<file path="config.mk">
export PLATFORM = sky130hd
export DESIGN_NAME = lsu_stage
export DESIGN_NICKNAME = d
export VERILOG_FILES = /design/src/rtl/lsu_stage.sv
export SDC_FILE = /design/constraint.sdc
export NUM_CORES = 1
export LEC_CHECK = 0
export CELL_PAD_IN_SITES_DETAIL_PLACEMENT = 0
export CELL_PAD_IN_SITES_GLOBAL_PLACEMENT = 1
export CORE_UTILIZATION = 26
export CTS_CLUSTER_SIZE = 24
export DETAILED_ROUTE_END_ITERATION = 7
export PLACE_DENSITY = 0.83
export SLEW_MARGIN = 20
export SYNTH_ARGS = -nofsm -noshare
export SYNTH_HDL_FRONTEND = slang
export SYNTH_SLANG_ARGS = --single-unit
</file>
<file path="constraint.sdc">
create_clock -name clock -period 1.6 [get_ports clock]
set_clock_uncertainty 0.05 [all_clocks]
set_input_delay 0.32 -clock clock [delete_from_list [all_inputs] [get_ports clock]]
set_output_delay 0.32 -clock clock [all_outputs]
set_load 0.01 [all_outputs]
</file>
<file path="src/rtl/lsu_stage.sv">
// lsu_stage: memory-access stage between execute and commit.
// Holds one instruction at a time, issues a single request on the req/resp
// memory bus for loads/stores, aligns and extends load data, and hands the
// result plus the passthrough writeback/CSR bundles to commit.
module lsu_stage #(
    parameter int RESP_TIMEOUT = 256
) (
    input  logic         clock,
    input  logic         reset,
    input  logic         valid_pre_i,
    output logic         ready_pre_o,
    output logic         valid_post_o,
    input  logic         ready_post_i,
    input  logic [70:0]  wb_bundle_i,
    input  logic [72:0]  csr_bundle_i,
    input  logic [31:0]  alu_result_i,
    input  logic         mem_ren_i,
    input  logic         mem_wen_i,
    input  logic [2:0]   mem_op_i,
    input  logic [31:0]  store_data_i,
    output logic [70:0]  wb_bundle_o,
    output logic [72:0]  csr_bundle_o,
    output logic [31:0]  alu_result_o,
    output logic [31:0]  mem_result_o,
    output logic         lsu_err_o,
    output logic         mem_req_valid_o,
    input  logic         mem_req_ready_i,
    output logic         mem_req_we_o,
    output logic [31:0]  mem_req_addr_o,
    output logic [31:0]  mem_req_wdata_o,
    output logic [3:0]   mem_req_wstrb_o,
    input  logic         mem_resp_valid_i,
    input  logic [31:0]  mem_resp_rdata_i,
    input  logic         mem_resp_err_i
);

    localparam int CW = $clog2(RESP_TIMEOUT);
    localparam logic [CW-1:0] CNT_LAST = CW'(RESP_TIMEOUT - 1);

    typedef enum logic [1:0] {
        S_IDLE = 2'd0,
        S_REQ  = 2'd1,
        S_WAIT = 2'd2,
        S_DONE = 2'd3
    } state_t;

    state_t r_state;
    state_t w_state_next;

    logic [70:0]   r_wb;
    logic [72:0]   r_csr;
    logic [31:0]   r_alu;
    logic [31:0]   r_mem_result;
    logic          r_err;
    logic          r_ren;
    logic [2:0]    r_op;
    logic          r_req_we;
    logic [31:0]   r_req_addr;
    logic [31:0]   r_req_wdata;
    logic [3:0]    r_req_wstrb;
    logic [CW-1:0] r_cnt;

    logic          w_capture;
    logic          w_is_mem;
    logic [2:0]    w_size;
    logic [1:0]    w_off;
    logic          w_misaligned;
    logic          w_issue;
    logic          w_accept;
    logic          w_resp;
    logic          w_timeout;
    logic [3:0]    w_wstrb_next;
    logic [31:0]   w_wdata_next;
    logic [31:0]   w_shifted;
    logic [31:0]   w_load;

    // Handshake outputs depend on state only, never on ready_post_i.
    assign ready_pre_o     = (r_state == S_IDLE);
    assign valid_post_o    = (r_state == S_DONE);
    assign mem_req_valid_o = (r_state == S_REQ);

    assign wb_bundle_o     = r_wb;
    assign csr_bundle_o    = r_csr;
    assign alu_result_o    = r_alu;
    assign mem_result_o    = r_mem_result;
    assign lsu_err_o       = r_err;
    assign mem_req_we_o    = r_req_we;
    assign mem_req_addr_o  = r_req_addr;
    assign mem_req_wdata_o = r_req_wdata;
    assign mem_req_wstrb_o = r_req_wstrb;

    // Access decode: size in bytes from funct3[1:0]; the bus only sees aligned accesses.
    assign w_capture    = valid_pre_i && (r_state == S_IDLE);
    assign w_is_mem     = mem_ren_i || mem_wen_i;
    assign w_off        = alu_result_i[1:0];
    assign w_size       = (mem_op_i[1:0] == 2'b00) ? 3'd1 :
                          (mem_op_i[1:0] == 2'b01) ? 3'd2 : 3'd4;
    assign w_misaligned = ((w_size == 3'd2) && alu_result_i[0]) ||
                          ((w_size == 3'd4) && (w_off != 2'b00));
    assign w_issue      = w_is_mem && !w_misaligned;
    assign w_accept     = (r_state == S_REQ) && mem_req_ready_i;
    assign w_resp       = (r_state == S_WAIT) && mem_resp_valid_i;
    assign w_timeout    = (r_state == S_WAIT) && !mem_resp_valid_i && (r_cnt == CNT_LAST);

    // A byte lane is written when it falls inside [offset, offset+size) of a store.
    genvar gi;
    generate
        for (gi = 0; gi < 4; gi++) begin : g_lane
            assign w_wstrb_next[gi] = mem_wen_i &&
                                      (3'(gi) >= {1'b0, w_off}) &&
                                      (3'(gi) <  ({1'b0, w_off} + w_size));
        end
    endgenerate

    assign w_wdata_next = mem_wen_i ? (store_data_i << {w_off, 3'b000}) : 32'd0;

    // Load extraction: shift the addressed bytes down, then sign/zero extend.
    assign w_shifted = mem_resp_rdata_i >> {r_alu[1:0], 3'b000};
    always_comb begin
        w_load = w_shifted;
        case (r_op)
            3'b000:  w_load = {{24{w_shifted[7]}},  w_shifted[7:0]};
            3'b001:  w_load = {{16{w_shifted[15]}}, w_shifted[15:0]};
            3'b100:  w_load = {24'd0, w_shifted[7:0]};
            3'b101:  w_load = {16'd0, w_shifted[15:0]};
            default: w_load = w_shifted;
        endcase
    end

    // Next-state logic for IDLE -> {DONE|REQ} -> WAIT -> DONE -> IDLE.
    always_comb begin
        w_state_next = r_state;
        case (r_state)
            S_IDLE: if (w_capture) w_state_next = w_issue ? S_REQ : S_DONE;
            S_REQ:  if (w_accept) w_state_next = S_WAIT;
            S_WAIT: if (w_resp || w_timeout) w_state_next = S_DONE;
            S_DONE: if (ready_post_i) w_state_next = S_IDLE;
            default: w_state_next = S_IDLE;
        endcase
    end

    // State register; reset abandons anything in flight.
    always_ff @(posedge clock) begin
        if (!reset) r_state <= S_IDLE;
        else        r_state <= w_state_next;
    end

    // Response timeout counter, restarted on capture and on request acceptance.
    always_ff @(posedge clock) begin
        if (!reset) begin
            r_cnt <= '0;
        end else if (w_capture || w_accept) begin
            r_cnt <= '0;
        end else if ((r_state == S_WAIT) && !mem_resp_valid_i && (r_cnt != CNT_LAST)) begin
            r_cnt <= r_cnt + 1'b1;
        end
    end

    // Instruction capture, request fields and result/error registers.
    always_ff @(posedge clock) begin
        if (!reset) begin
            r_wb         <= '0;
            r_csr        <= '0;
            r_alu        <= '0;
            r_mem_result <= '0;
            r_err        <= 1'b0;
            r_ren        <= 1'b0;
            r_op         <= '0;
            r_req_we     <= 1'b0;
            r_req_addr   <= '0;
            r_req_wdata  <= '0;
            r_req_wstrb  <= '0;
        end else if (w_capture) begin
            r_wb         <= wb_bundle_i;
            r_csr        <= csr_bundle_i;
            r_alu        <= alu_result_i;
            r_ren        <= mem_ren_i;
            r_op         <= mem_op_i;
            r_mem_result <= '0;
            r_err        <= w_is_mem && w_misaligned;
            // Request fields only carry meaning for an access that reaches the bus.
            r_req_we     <= w_issue && mem_wen_i;
            r_req_addr   <= w_issue ? {alu_result_i[31:2], 2'b00} : 32'd0;
            r_req_wdata  <= w_issue ? w_wdata_next : 32'd0;
            r_req_wstrb  <= w_issue ? w_wstrb_next : 4'd0;
        end else if (w_resp) begin
            r_err        <= mem_resp_err_i;
            r_mem_result <= (r_ren && !mem_resp_err_i) ? w_load : 32'd0;
        end else if (w_timeout) begin
            r_err        <= 1'b1;
            r_mem_result <= '0;
        end
    end

endmodule

</file>
### Word-level counts from Yosys, hierarchy flattened

Index checks and enable logic that the tools add are counted.
W data, S select, Z words.

| cells by class | value |
|---|---|
| add/sub/neg operators | 2 |
| $lt $le $gt $ge | 7 |
| equality and inequality tests | 15 |
| shift-type cells | 2 |
| mux-type cells | 19 |
| bitwise operators | 1 |
| reductions and logical operators | 35 |

Operators with widths:

| cell | number |
|---|---|
| $mux W32 | 6 |
| $pmux W32 S4 | 1 |
| $shl A32 B5 Y32 | 1 |
| $shr A32 B5 Y32 | 1 |
| $logic_and A1 B1 Y1 | 19 |
| $mux W2 | 5 |
| $eq A3 B3 Y1 const B | 3 |
| $add A8 B1 Y8 const B | 1 |
| $eq A8 B8 Y1 const B | 1 |
| $ne A2 B1 Y1 const B | 4 |
| $ne A8 B8 Y1 const B | 1 |
| $pmux W2 S4 | 1 |
| $lt A1 B3 Y1 const A | 2 |
| $lt A2 B3 Y1 const A | 2 |
| $mux W3 | 2 |
| $eq A2 B1 Y1 const B | 2 |
| $eq A2 B2 Y1 const B | 2 |
| $ge A1 B2 Y1 const A | 2 |
| $logic_not A2 Y1 | 2 |
| $logic_or A1 B1 Y1 | 4 |
| $mux W4 | 1 |
| $reduce_and A4 Y1 | 1 |
| $reduce_bool A2 Y1 | 2 |
| $reduce_or A2 Y1 | 2 |
| 9 further kinds | 13 |

| storage, ports and cells | value |
|---|---|
| register bits after elaboration | 292 |
| bits of input ports | 252 |
| output and inout port bits | 281 |

### Logic depth before layout (Yosys ltp)

| logic depth | value |
|---|---|
| word-level depth | 11 |
| depth in mapped cells | 8 |

### Worst setup path after synthesis

No wires, ideal clock.

| path | value |
|---|---|
| path kind | reg2reg |
| start point | register r_state[0] |
| end point | register r_mem_result[25] (netlist: mem_result_o[25]) |
| data arrival time | 1.644 ns |
| data required time | 1.428 ns |
| slack | -0.216 ns |
| stages on the path, launching flop included | 8 |
| buffers on the path | 2 |
| period minus slack after synthesis | 1.816 ns |
| cell sequence | dfxtp_1 > inv_1 > ha_1 > a21boi_1 > buf_4 > a21boi_2 > buf_2 > a221o_1 |

| between the ends | value |
|---|---|
| elaborated cells between the ends (all ways) | 9 |
| classes of those cells | 1 x eq/ne; 1 x mux; 7 x reduce/logical |

RTL lines:

| what | RTL line | RTL |
|---|---|---|
| from (decl) | 47 | `state_t r_state;` |
| from (signal assigned) | 145 | `else r_state <= w_state_next;` |
| $logic_not A2 Y1 | -- |  |
| via ready_pre_o | 11 | `output logic ready_pre_o,` |
| $logic_and A1 B1 Y1 | 93 | `assign w_capture = valid_pre_i && (r_state == S_IDLE);` |
| $reduce_or A2 Y1 (no line) | -- |  |
| to (signal assigned) | 188 | `r_mem_result <= (r_ren && !mem_resp_err_i) ? w_load : 32'd0;` |
| to (decl) | 53 | `logic [31:0] r_mem_result;` |

The timed path passes the listed nets, and every way through them passes these cells.
A chain may end at the register's enable or synchronous reset.

### Worst setup path in the final report

| path | value |
|---|---|
| start point | register r_state[1] |
| end point | register r_csr[16] (netlist: csr_bundle_o[16]) |

| between the ends | value |
|---|---|
| cells in the longest elaborated chain, start to end | 2 |

RTL lines:

| what | RTL line | RTL |
|---|---|---|
| $logic_not A2 Y1 | 93 |  |
| $logic_and A1 B1 Y1 | 93 |  |
| to (signal assigned) | 175 | `r_csr <= csr_bundle_i;` |
| to (decl) | 51 | `logic [72:0] r_csr;` |

No other way between the ends.

==> results.txt <==
Outcome: finished with violations
Failing checks: setup timing
Critical path startpoint category: flip-flop
Routed WL per cell: 19.1 µm
Post-route ant nets: 0
Slew Limit Fails: 0
Largest net degree at the start of global routing: 33
Vias per std cell: 4.85
Placed cell area: 18200 µm²
Maximum VDD drop: 0.928 mV
GRT Overall Usage: 19.8%
Clock Tree Buf Depth: 3
Core Region: 41900 µm²
Routed met2 length: 24300 µm
Crit path DAT: 2.30 ns
Share of cells above drive strength 1: 28.1%
CTS Root Cell: clkbuf_16
Area Growth Syn to Fin: 96.3%
Drt drc: 0
Clk pin slew, worst setup/hold paths: 0.06 ns
Starting density of the core: 26.4%
Wl on met1: 19600 µm
PwrDens: 1310 nW/µm²
PortBufs: 530
Finish-stage setup viols: 288
Post-Route WL: 49100 µm
Ranking of synthesized cells by area: dfxtp_1 52%, nand2_1 15%, a21oi_1 9.6%
Fmax: 523 MHz
Synth Flop Type: dfxtp_1
First-pass GRT wire length: 68000 µm
Antenna Cells: 0
Placed cells: 2428
H-tree Lvls: 2
Final Cycle Share: 120%
Final net count: 2262
Routability Congestion: 0.845
Share of the yosys chip area belonging to registers: 52.5%
DR vias: 12447
Clk pwr share: 27.9%
Max_cap viols: 0
Rows: 75
Slew HR: 57.6%
Post-synth EDFFs: 0
Dominant cell type by area after synthesis: dfxtp_1
Largest fanout on the critical path: 10
Met3 routed WL: 3560 µm
Initial antenna violation count: 0
Die span in x: 208 µm
Ys Warns: 0
NetSw: 9320 µW
CP required: 1.99 ns
DRT iter0 DRCs: 599
CP Class: flip-flop to flip-flop
Internal: 19200 µW
RSZ-0062 raised after global routing: true
DP HPWL: 31200 µm
Most frequent cell after synthesis: nand2_1
Post-route cell area: 21700 µm²
CTS tree: built
Minimum clock period: 1.91 ns
Final cell count without fillers: 2568
Synth cell count leaders: 429 x nand2_1, 290 x dfxtp_1, 213 x a21oi_1
Gr ovfl total: 0
Leakage: 0.00960 µW
Sequential share of power: 30.5%
DP Worst Slack: -0.770 ns
Final Hold Vio Count: 0
Router iterations before antenna repair: 8
Worst slew pin tran: 0.634 ns
Clk sinks: 290
Combinational share of power: 41.6%
Syn avg cell area: 8.48 µm²
Post-synth top area share: 52.5%
Die Ht: 208 µm
Asr flop ratio synth: 0%
Mapped Cells: 1304
Clk Latency, worst-skew pair: 0.52 ns
Max layer used: met4
I/O pin cnt: 533
Mapped cell area: 11100 µm²
Die Footprint: 43400 µm²
CTS Buf Count: 35
Yosys reg bits: 290
Final worst slack: -0.312 ns
Hold WC Path Type: input port to flip-flop
Switching Share: 32.7%
Vias in the first global route: 12186
Crit. End Element: flip-flop
Synth unique cells: 60
## power groups by stage
stage / registers (µW) / clock network, µW / logic (µW)
floorplan: 9160 / 0 / 3010
global placement: 8780 / 0 / 8070
detailed placement: 8820 / 0 / 8140
CTS: 8650 / 8120 / 9050
global route: 8780 / 8390 / 12500
finish: 8690 / 7940 / 11900
## cells by family after synthesis
kind of cell / Yosys count / share of synthesized area [%]
simple gates: 518 / 19.5
compound gates: 332 / 18.4
flops: 290 / 52.5
buf+inv: 106 / 4.05
mux: 44 / 4.20
fa+ha+maj: 7 / 0.860
xor+xnor: 6 / 0.475
other cells: 1 / 0.0339
## metal layers
| layer | vias up | global-route usage, % |
|---|---|---|
| met5 | - | 0 |
| met4 | 0 | 7.82 |
| met3 | 98 | 5.36 |
| met2 | 505 | 34.3 |
| met1 | 5994 | 23.0 |
| li1 | 5850 | - |
## area by class of cell
class / count / area (µm²)
clock buffer: 57 / 1090
clock inverter: 6 / 55.1
fill: 3764 / 20200
inverter: 7 / 36.3
multi-input combinational: 910 / 6010
sequential: 290 / 5830
tap: 539 / 674
timing repair buffer: 759 / 8020
## path summary, 6_finish.rpt
path	start	endpoint	slack [ns]	cells past startpoint
hold / removal	wb_bundle_i[15]	wb_bundle_o[15]	0.28	3
setup reg to reg	r_state[1]	csr_bundle_o[16]	-0.31	11
setup / recovery	r_state[1]	csr_bundle_o[16]	-0.31	11
hold reg to reg	mem_req_wdata_o[11]	mem_req_wdata_o[11]	0.39	2
## worst max-delay path: stages (launching register included)
cell and delay (ns):
dfxtp_4 0.36, inv_4 0.07, ha_4 0.15, buf_6 0.11
buf_6 0.11, buf_6 0.09, and2_4 0.17, buf_6 0.12
buf_12 0.18, clkbuf_16 0.17, nand2_1 0.06, a21oi_1 0.16
## state kept, by name, summed over array words and instances (netlist names)
signal           cells
mem_req_we_o         1
mem_req_wstrb_o      4
mem_req_addr_o      30
r_op                 3
csr_bundle_o        73
wb_bundle_o         71
r_state              2
mem_result_o        32
r_ren                1
mem_req_wdata_o     32
lsu_err_o            1
r_cnt                8
alu_result_o        32
## what timing repair did
action | in CTS | in global routing
hold buffers | 0 | 0
cloned | 13 | 29
resized for setup | 413 | 306
setup endpoints to repair | 494 | 309
pin swaps | 34 | 92
setup buffers | 29 | 15
## stage by stage
stage	util (%)	total power, µW	hold WS (ns)	TNS, ns
finish	51.8	28500	0.285	-64.62
global route	51.8	29700	0.276	-78.46
CTS	47.6	25800	0.243	-37.90
detailed placement	43.3	17000	0.393	-108.85
global placement	43.3	16900	0.385	-105.97
floorplan	-	12200	0.396	-1.14
## cells in the final DEF, fill, tap and decap left out, types with 8 or more instances in the layout
master | synthesis | layout
buf_6 | 2 | 41
a22o_1 | 27 | 27
dlygate4sd2_1 | 0 | 254
o21ai_0 | 15 | 15
a32o_1 | 8 | 8
clkdlybuf4s15_1 | 0 | 14
a211o_1 | 16 | 16
nor2b_1 | 11 | 9
clkbuf_16 | 0 | 62
nand2_1 | 429 | 328
nand3_1 | 33 | 17
mux2_2 | 8 | 8
nand2_2 | 0 | 60
a221o_1 | 8 | 8
buf_12 | 0 | 35
buf_16 | 0 | 11
a21oi_1 | 213 | 135
buf_8 | 0 | 13
clkdlybuf4s50_1 | 0 | 248
nand2_4 | 0 | 40
a21oi_2 | 0 | 78
clkbuf_8 | 0 | 9
clkbuf_1 | 73 | 11
a221oi_2 | 1 | 8
buf_4 | 6 | 106
nand3_2 | 0 | 14
mux2i_1 | 34 | 33
o2bb2ai_2 | 0 | 8
nor2_1 | 21 | 16
dfxtp_1 | 290 | 280
(Power assumes the default switching activity.)
